[src/rtl/pong_pkg.sv]
// pong_pkg: match-level codes shared by the pong objects.
// Holds state enum, game_state and player codes, display size.
package pong_pkg;

  localparam int H_ACTIVE = 640;
  localparam int V_ACTIVE = 480;

  localparam logic [1:0] GS_IDLE  = 2'b00;
  localparam logic [1:0] GS_PLAY  = 2'b01;
  localparam logic [1:0] GS_SERVE = 2'b10;
  localparam logic [1:0] GS_OVER  = 2'b11;

  localparam logic [1:0] WHO_NONE = 2'b00;
  localparam logic [1:0] WHO_P1   = 2'b01;
  localparam logic [1:0] WHO_P2   = 2'b10;
  localparam logic [1:0] WHO_BOTH = 2'b11;

  typedef enum logic [2:0] {
    ST_IDLE,
    ST_SERVE,
    ST_PLAY,
    ST_PAUSED,
    ST_OVER
  } match_state_t;

  // PAUSED shares the SERVE code; the ball only needs "frozen"
  function automatic logic [1:0] state_code(
    input match_state_t s
  );
    logic [1:0] c;
    c = GS_IDLE;
    unique case (s)
      ST_IDLE:   c = GS_IDLE;
      ST_SERVE:  c = GS_SERVE;
      ST_PLAY:   c = GS_PLAY;
      ST_PAUSED: c = GS_SERVE;
      ST_OVER:   c = GS_OVER;
      default:   c = GS_IDLE;
    endcase
    return c;
  endfunction

endpackage

[src/rtl/btn_edge_sync.sv]
// btn_edge_sync: 2-flop synchroniser and rising-edge pulse
// for one asynchronous push button.
module btn_edge_sync
  import pong_pkg::*;
(
  input  logic clk_1ms,
  input  logic reset,
  input  logic btn,
  output logic pulse
);

  logic sync1;
  logic sync2;
  logic prev;

  // metastability chain plus last-seen level, cleared on reset
  always_ff @(posedge clk_1ms) begin
    if (!reset) begin
      sync1 <= 1'b0;
      sync2 <= 1'b0;
      prev  <= 1'b0;
    end else begin
      sync1 <= btn;
      sync2 <= sync1;
      prev  <= sync2;
    end
  end

  // one pulse per press, however long it is held
  always_comb begin
    pulse = sync2 & ~prev;
  end

endmodule

[src/rtl/pong_match_fsm.sv]
// pong_match_fsm: IDLE/SERVE/PLAY/GAME_OVER match controller.
// Define PONG_PAUSE_EN to add the PAUSED state on pause_btn.
module pong_match_fsm
  import pong_pkg::*;
#(
  parameter int WIN_SCORE      = 7,
  parameter int SERVE_DELAY_MS = 1000,
  parameter int TIMER_W        = 10
) (
  input  logic       clk_1ms,
  input  logic       reset,
  input  logic       start_btn,
  input  logic       pause_btn,
  input  logic [3:0] p1_score,
  input  logic [3:0] p2_score,
  output logic [1:0] game_state,
  output logic [1:0] winner,
  output logic [1:0] last_scorer,
  output logic       serve_busy
);

  localparam logic [3:0] WIN =
    4'(WIN_SCORE);
  localparam logic [TIMER_W-1:0] LOAD =
    TIMER_W'(SERVE_DELAY_MS - 1);

  match_state_t state;
  match_state_t state_d;

  logic [TIMER_W-1:0] timer;
  logic [TIMER_W-1:0] timer_d;

  logic [1:0] winner_d;
  logic [1:0] last_d;

  logic [3:0] p1_prev;
  logic [3:0] p2_prev;

  logic p1_chg;
  logic p2_chg;
  logic p1_win;
  logic p2_win;

  logic start_pls;
  logic pause_pls;

  btn_edge_sync u_start (
    .clk_1ms (clk_1ms),
    .reset   (reset),
    .btn     (start_btn),
    .pulse   (start_pls)
  );

`ifdef PONG_PAUSE_EN
  btn_edge_sync u_pause (
    .clk_1ms (clk_1ms),
    .reset   (reset),
    .btn     (pause_btn),
    .pulse   (pause_pls)
  );
`else
  logic unused_pause;
  assign unused_pause = pause_btn;
  assign pause_pls    = 1'b0;
`endif

  // score-change and win detect against last cycle's scores
  always_comb begin
    p1_chg = (p1_score != p1_prev);
    p2_chg = (p2_score != p2_prev);
    p1_win = (p1_score >= WIN);
    p2_win = (p2_score >= WIN);
  end

  // previous scores track every cycle so stale changes never linger
  always_ff @(posedge clk_1ms) begin
    if (!reset) begin
      p1_prev <= 4'd0;
      p2_prev <= 4'd0;
    end else begin
      p1_prev <= p1_score;
      p2_prev <= p2_score;
    end
  end

  // match state, serve timer and result registers
  always_ff @(posedge clk_1ms) begin
    if (!reset) begin
      state       <= ST_IDLE;
      timer       <= '0;
      winner      <= WHO_NONE;
      last_scorer <= WHO_NONE;
    end else begin
      state       <= state_d;
      timer       <= timer_d;
      winner      <= winner_d;
      last_scorer <= last_d;
    end
  end

  // next-state: a point wins or reloads the serve delay
  always_comb begin
    state_d  = state;
    timer_d  = timer;
    winner_d = winner;
    last_d   = last_scorer;
    unique case (state)
      ST_IDLE: begin
        if (start_pls) begin
          state_d = ST_SERVE;
          timer_d = LOAD;
        end
      end
      ST_SERVE: begin
        if (timer == '0) begin
          state_d = ST_PLAY;
        end else begin
          timer_d = timer - 1'b1;
        end
      end
      ST_PLAY: begin
        if (p1_chg || p2_chg) begin
          last_d = {p2_chg, p1_chg};
          if (p1_win || p2_win) begin
            state_d  = ST_OVER;
            winner_d = {p2_win, p1_win};
          end else begin
            state_d = ST_SERVE;
            timer_d = LOAD;
          end
        end else if (pause_pls) begin
          state_d = ST_PAUSED;
        end
      end
      ST_PAUSED: begin
`ifdef PONG_PAUSE_EN
        if (pause_pls) begin
          state_d = ST_PLAY;
        end
`else
        state_d = ST_IDLE;
`endif
      end
      ST_OVER: begin
        state_d = ST_OVER;
      end
      default: begin
        state_d = ST_IDLE;
      end
    endcase
  end

  // outputs decode directly from the registered state
  always_comb begin
    game_state = state_code(state);
    serve_busy = (state == ST_SERVE);
  end

endmodule

[config.mk]
export PLATFORM = sky130hd
export DESIGN_NAME = pong_match_fsm
export DESIGN_NICKNAME = d
export VERILOG_FILES = /design/src/rtl/pong_pkg.sv /design/src/rtl/btn_edge_sync.sv /design/src/rtl/pong_match_fsm.sv
export SDC_FILE = /design/constraint.sdc
export NUM_CORES = 1
export LEC_CHECK = 0
export CAP_MARGIN = 20
export CORE_MARGIN = 2
export CORE_UTILIZATION = 47
export DETAILED_ROUTE_END_ITERATION = 10
export PLACE_DENSITY = 0.79
export SLEW_MARGIN = 10
export SYNTH_ARGS = -nofsm -noshare
export SYNTH_HDL_FRONTEND = slang
export SYNTH_SLANG_ARGS = --single-unit
[constraint.sdc]
create_clock -name clk_1ms -period 1.9 [get_ports clk_1ms]
set_clock_uncertainty 0.15 [all_clocks]
set_input_delay 0.57 -clock clk_1ms [delete_from_list [all_inputs] [get_ports clk_1ms]]
set_output_delay 0.57 -clock clk_1ms [all_outputs]
set_load 0.05 [all_outputs]
# == Word level (Yosys, flattened, before mapping) ==
# Index checks and enable logic that the tools add are counted.
# totals
reg_bits,28
inputBits,12
# op_classes
add_sub_neg,1
magnitude_cmp,2
eq_ne,11
mux,11
bitwise,2
reduce_logical,10
# op_table
cell,count
$mux W10,4
$pmux W10 S3,1
$mux W3,4
$pmux W3 S4,1
$logic_not A10 Y1,1
$sub A10 B1 Y10 const B,1
$ge A4 B3 Y1 const B,2
$ne A2 B2 Y1 const B,4
$ne A4 B4 Y1,2
$eq A3 B2 Y1 const B,2
$pmux W2 S3,1
$reduce_and A3 Y1,2
$reduce_and A5 Y1,1
$eq A3 B1 Y1 const B,1
$eq A3 B3 Y1 const B,1
$logic_not A3 Y1,1
$reduce_bool A3 Y1,1
$logic_or A1 B1 Y1,2
$ne A2 B1 Y1 const B,1
$reduce_and A2 Y1,1
$reduce_or A2 Y1,1
$and A1 B1 Y1,1
$not A1 Y1,1

# == Longest topological paths before layout ==
# depth
depth_word,5
depth_mapped,7
mapped_depth_nobuf,7

# == Modules after synthesis ==
# Synthesis repeated with hierarchy kept, for this count alone.
# unflattened
cells_unflattened,138
hier_area_um2,1292.5
# modules_own_cells
module,instances,cells_per_inst,area_each_um2
pong_match_fsm,1,131,1199.9
btn_edge_sync,1,7,92.6

# == Least setup slack after synthesis ==
# Ideal clock, no wire load.
# synth_path
path_type,reg2out
from,register state[1]
to,output port game_state[1]
arrival_ns,1.345
required_ns,1.180
setup_slack_ns,-0.165
stages_incl_launch_ff,4
path_cell_list,dfxtp_1 > buf_6 > nand2b_1 > mux2i_1
# synth_between
elab_chain_len,3
# synth_lines
item,line,rtl
"start, declared",pong_match_fsm.sv:27,match_state_t state;
"start signal, assigned",pong_match_fsm.sv:94,state <= state_d;
$eq A3 B1 Y1 / $eq A3 B2 Y1 (equally long branches),pong_pkg.sv:32,unique case (s)
$reduce_or A2 Y1 (no source line),--,
$pmux W2 S3 *,pong_pkg.sv:32,
"end, declared",pong_match_fsm.sv:16,"output logic [1:0] game_state,"
# Mark *: on every way between the ends. The rest lies on a longest branch, timed or not.

# == Worst setup path after layout ==
# layout_path
from,register state[2]
to,output port serve_busy
# layout_between
elab_chain_len,1
# layout_lines
item,line,rtl
$eq A3 B1 Y1,pong_match_fsm.sv:156,serve_busy = (state == ST_SERVE);
"end, declared",pong_match_fsm.sv:19,output logic serve_busy
# No other way between the ends.

==> summary.md <==
| Metric | Value |
|---|---|
| Status | `finished, violations left` |
| Failing checks | `negative setup slack` |
| Crit Path Max Fanout | `2` |
| Leading area contributor after synthesis | `dfxtp_1` |
| Seq/Total Area, Yosys | `a little over two fifths` |
| Ys async rst share | `0%` |
| Die area | `3237 sq um` |
| Final wirelength | `roughly 3000 microns` |
| Initial Util | `48.52%` |
| Via-to-Cell Ratio | `5.766` |
| Top Ports | `19` |
| Initial antenna violation count | `0` |
| Maximum clock frequency | `496.0 MHz` |
| CP required | `about 1.2 ns` |
| Worst R2R Setup Slack | `0.03 ns` |
| Clock tree sinks | `28` |
| Worst Setup End Kind | `output pin` |
| GRT Total Usage | `between 10% and 20%` |
| TritonCTS Buffers | `3` |
| CP max-delay cell | `or3b_4` |
| CP bufs+invs | `2` |
| Pin count of the biggest net entering global routing | `21` |
| Via count | `1,234` |
| Row cnt | `19` |
| First-pass GRT wire length | `a little over 5000 microns` |
| Share of layout cells above drive strength 1 | `30.05%` |
| Reg2Reg Capture Point | `timer[4]` |
| CTS H-tree lvls | `1` |
| Slew headroom | `71.61%` |
| Hold Violations, Final | `0` |
| Nets@finish | `a little under 200` |
| CP Cell Sequence | `or3b_4, clkinv_4, buf_12` |
| Setup TNS Final | `-0.3061 ns` |
| Power Density | `between 1500 and 2000 nW/um^2` |
| Period utilisation layout | `106.1%` |
| Die height | `56.90 microns` |
| DRT Pass-1 Iters | `5` |
| Diodes inserted | `0` |
| RSZ-0062 raised after global routing | `yes` |
| Synth Area per Inst | `9.007 sq um` |
| Tot Pwr | `3.148 mW` |
| Hold crit path type | `flop to flop` |
| Worst R2R Path Depth | `6` |
| Crit start category | `flop` |
| Vias in the first global route | `between 1,000 and 1,500` |
| Max cap viols | `0` |
| Top Metal Used | `met4` |
| CP top delay family | `simple AND/OR/NAND/NOR gates` |
| IO buf count | `17` |
| GRT overflow | `0` |
| Hold_sp | `u_start.sync1` |
| Max-slew violation count | `0` |
| Final Worst Setup Slack | `-0.1160 ns` |
| P&R area growth vs syn | `39.68%` |
| Cell count after synthesis | `146` |
| CTS tree | `built` |
| DR DRC count | `0` |
| GPL Wtd Cong | `0.8266` |
| Final setup violation count | `3` |
| Crit path depth | `3` |
| WL per Instance | `13.83 microns` |
| Final ANT Viol Nets | `0` |
| Post-synth top area share | `42.63%` |
| Post-synth EDFFs | `0` |
| Die W | `56.90 microns` |
| Crit-path max cell delay | `0.42 ns` |
| Met1 WL | `1239 microns` |
| Yosys warns | `0` |
| Worst-Margin Slew | `0.4249 ns` |
| Hold Path End | `u_start.sync2` |
| Fillers | `between 200 and 250` |
| CP arrival | `between 1 and 1.5 ns` |
| Core Footprint | `2710 sq um` |
| Min cycle time layout | `2.016 ns` |
| Syn_nets | `159` |
| Clock root cell | `clkbuf_4` |
| Post-Syn Area | `1315 sq um` |
| RR Startpoint | `state[2]` |
| Clock Latency Late Sink | `0.33 ns` |
| Cell variety after synth | `45` |
| Clock-pin slew on the worst setup and hold paths | `0.15 ns` |
| #FFs+latches synth | `28` |
| Lkg Pwr | `roughly 0.73 nW` |
| Ranking of synthesized cells by area | `dfxtp_1, xnor2_1, and2_1` |
| CP Class | `flop to output pin` |
| First DRT Iteration DRCs | `31` |
| Hold path cells | `1` |
| IR drop worst, VDD | `1.522 mV` |
| Detailed placer's ending HPWL | `approximately 2100 microns` |
| Routed wl met2 | `between 1500 and 2000 microns` |
| DR WL met3 | `about 190 microns` |
| Ys flop type | `dfxtp_1` |
| Clock Path Buffers | `2` |
==> flip-flops by register name, summed over array words and instances, names as in the netlist <==
register       count
last_scorer        2
state              3
p2_prev            4
u_start.sync2      1
p1_prev            4
winner             2
u_start.prev       1
timer             10
u_start.sync1      1
==> cell type report <==
type                    count  area, sq um  area share [%]
inverters                   4        20.02           1.090
clock buffers               4        36.28           1.975
repair buffers             39        402.9           21.93
multi-input cells         108        773.2           42.10
flip-flops and latches     28        565.5           30.79
well taps                  31        38.79           2.112
==> what timing repair did <==
item	CTS	global route
buffers inserted	4	0
resized for setup	21	9
hold buffers	0	0
endpoints found under the setup margin	16	9
pin swaps	1	1
==> report_power, final <==
group | switching [mW] | internal [mW] | total [mW]
registers | 0.128 | 0.732 | 0.860
clock network | 0.175 | 0.117 | 0.293
logic | 1.01 | 0.984 | 2.00
==> cell families (layout without fill, tap and decap cells) <==
logic type | after synthesis | in the layout | share of synthesized area, %
adder cells (fa/ha/maj) | 1 | 1 | 0.9513
AO/OA/AOI/OAI | 42 | 42 | 23.12
flip-flops | 28 | 28 | 42.63
AND/OR/NAND/NOR | 56 | 56 | 23.69
buffers and inverters | 10 | 47 | 3.519
XOR/XNOR | 8 | 8 | 5.328
multiplexers | 1 | 1 | 0.7612
==> cell usage after synthesis, types with 2 or more instances <==
cell type,n
a21boi_0,2
a21oi_1,4
a31o_2,3
and2_1,11
clkbuf_1,4
dfxtp_1,28
inv_1,3
nand2_1,15
nand2b_1,2
nand3_1,7
nand4_1,2
nor2_1,6
nor2b_1,3
nor4_1,2
o211ai_1,2
o21ai_0,12
o21ai_1,4
o2bb2ai_1,2
xnor2_1,8
==> metal layers <==
| layer | track usage (%) | vias to the layer above |
|---|---|---|
| met4 | 6.977 | 0 |
| met1 | 25.39 | 579 |
| met5 | 0 | - |
| li1 | - | 606 |
| met3 | 3.226 | 4 |
| met2 | 32.18 | 45 |
==> placed cells by master, fill, tap and decap left out, types with 2 or more instances in the layout <==
cell	n
xnor2_1	8
o21ai_0	9
clkbuf_4	3
a21oi_1	3
a21boi_0	2
nor2_1	6
nor4_1	2
o21ai_1	7
buf_12	7
o2bb2ai_1	2
nand4_1	2
buf_4	20
dfxtp_2	4
buf_6	2
o211ai_1	2
inv_1	3
clkdlybuf4s50_1	2
dlygate4sd2_1	8
nand2_1	15
nand3_1	7
a31o_2	3
nand2b_4	2
dfxtp_1	24
nor2b_1	3
and2_1	11
==> worst max path at each step <==
stage	start	end	slack, ns
after floorplan	state[1]	game_state[1]	-0.17
after global placement	p1_score[1]	timer[4]	-0.47
after detailed placement	p1_score[1]	timer[4]	-0.52
after CTS	state[2]	serve_busy	-0.11
after global routing	state[0]	serve_busy	-0.15
final	state[2]	serve_busy	-0.12
==> through the flow <==
| step | hold WS (ns) | setup WS [ns] | cells | utilization, % | cell area (sq um) |
|---|---|---|---|---|---|
| after floorplan | 0.2619 | -0.1654 | 146 | - | 1316 |
| final | 0.3159 | -0.1160 | 214 | 67.77 | 1837 |
| after global placement | 0.2673 | -0.4666 | 206 | 62.70 | 1699 |
| after CTS | 0.3146 | -0.1132 | 214 | 66.67 | 1807 |
| after global routing | 0.3317 | -0.1535 | 214 | 67.77 | 1837 |
| after detailed placement | 0.2811 | -0.5170 | 206 | 62.70 | 1699 |
No activity file was read; power rests on OpenSTA's default activity.
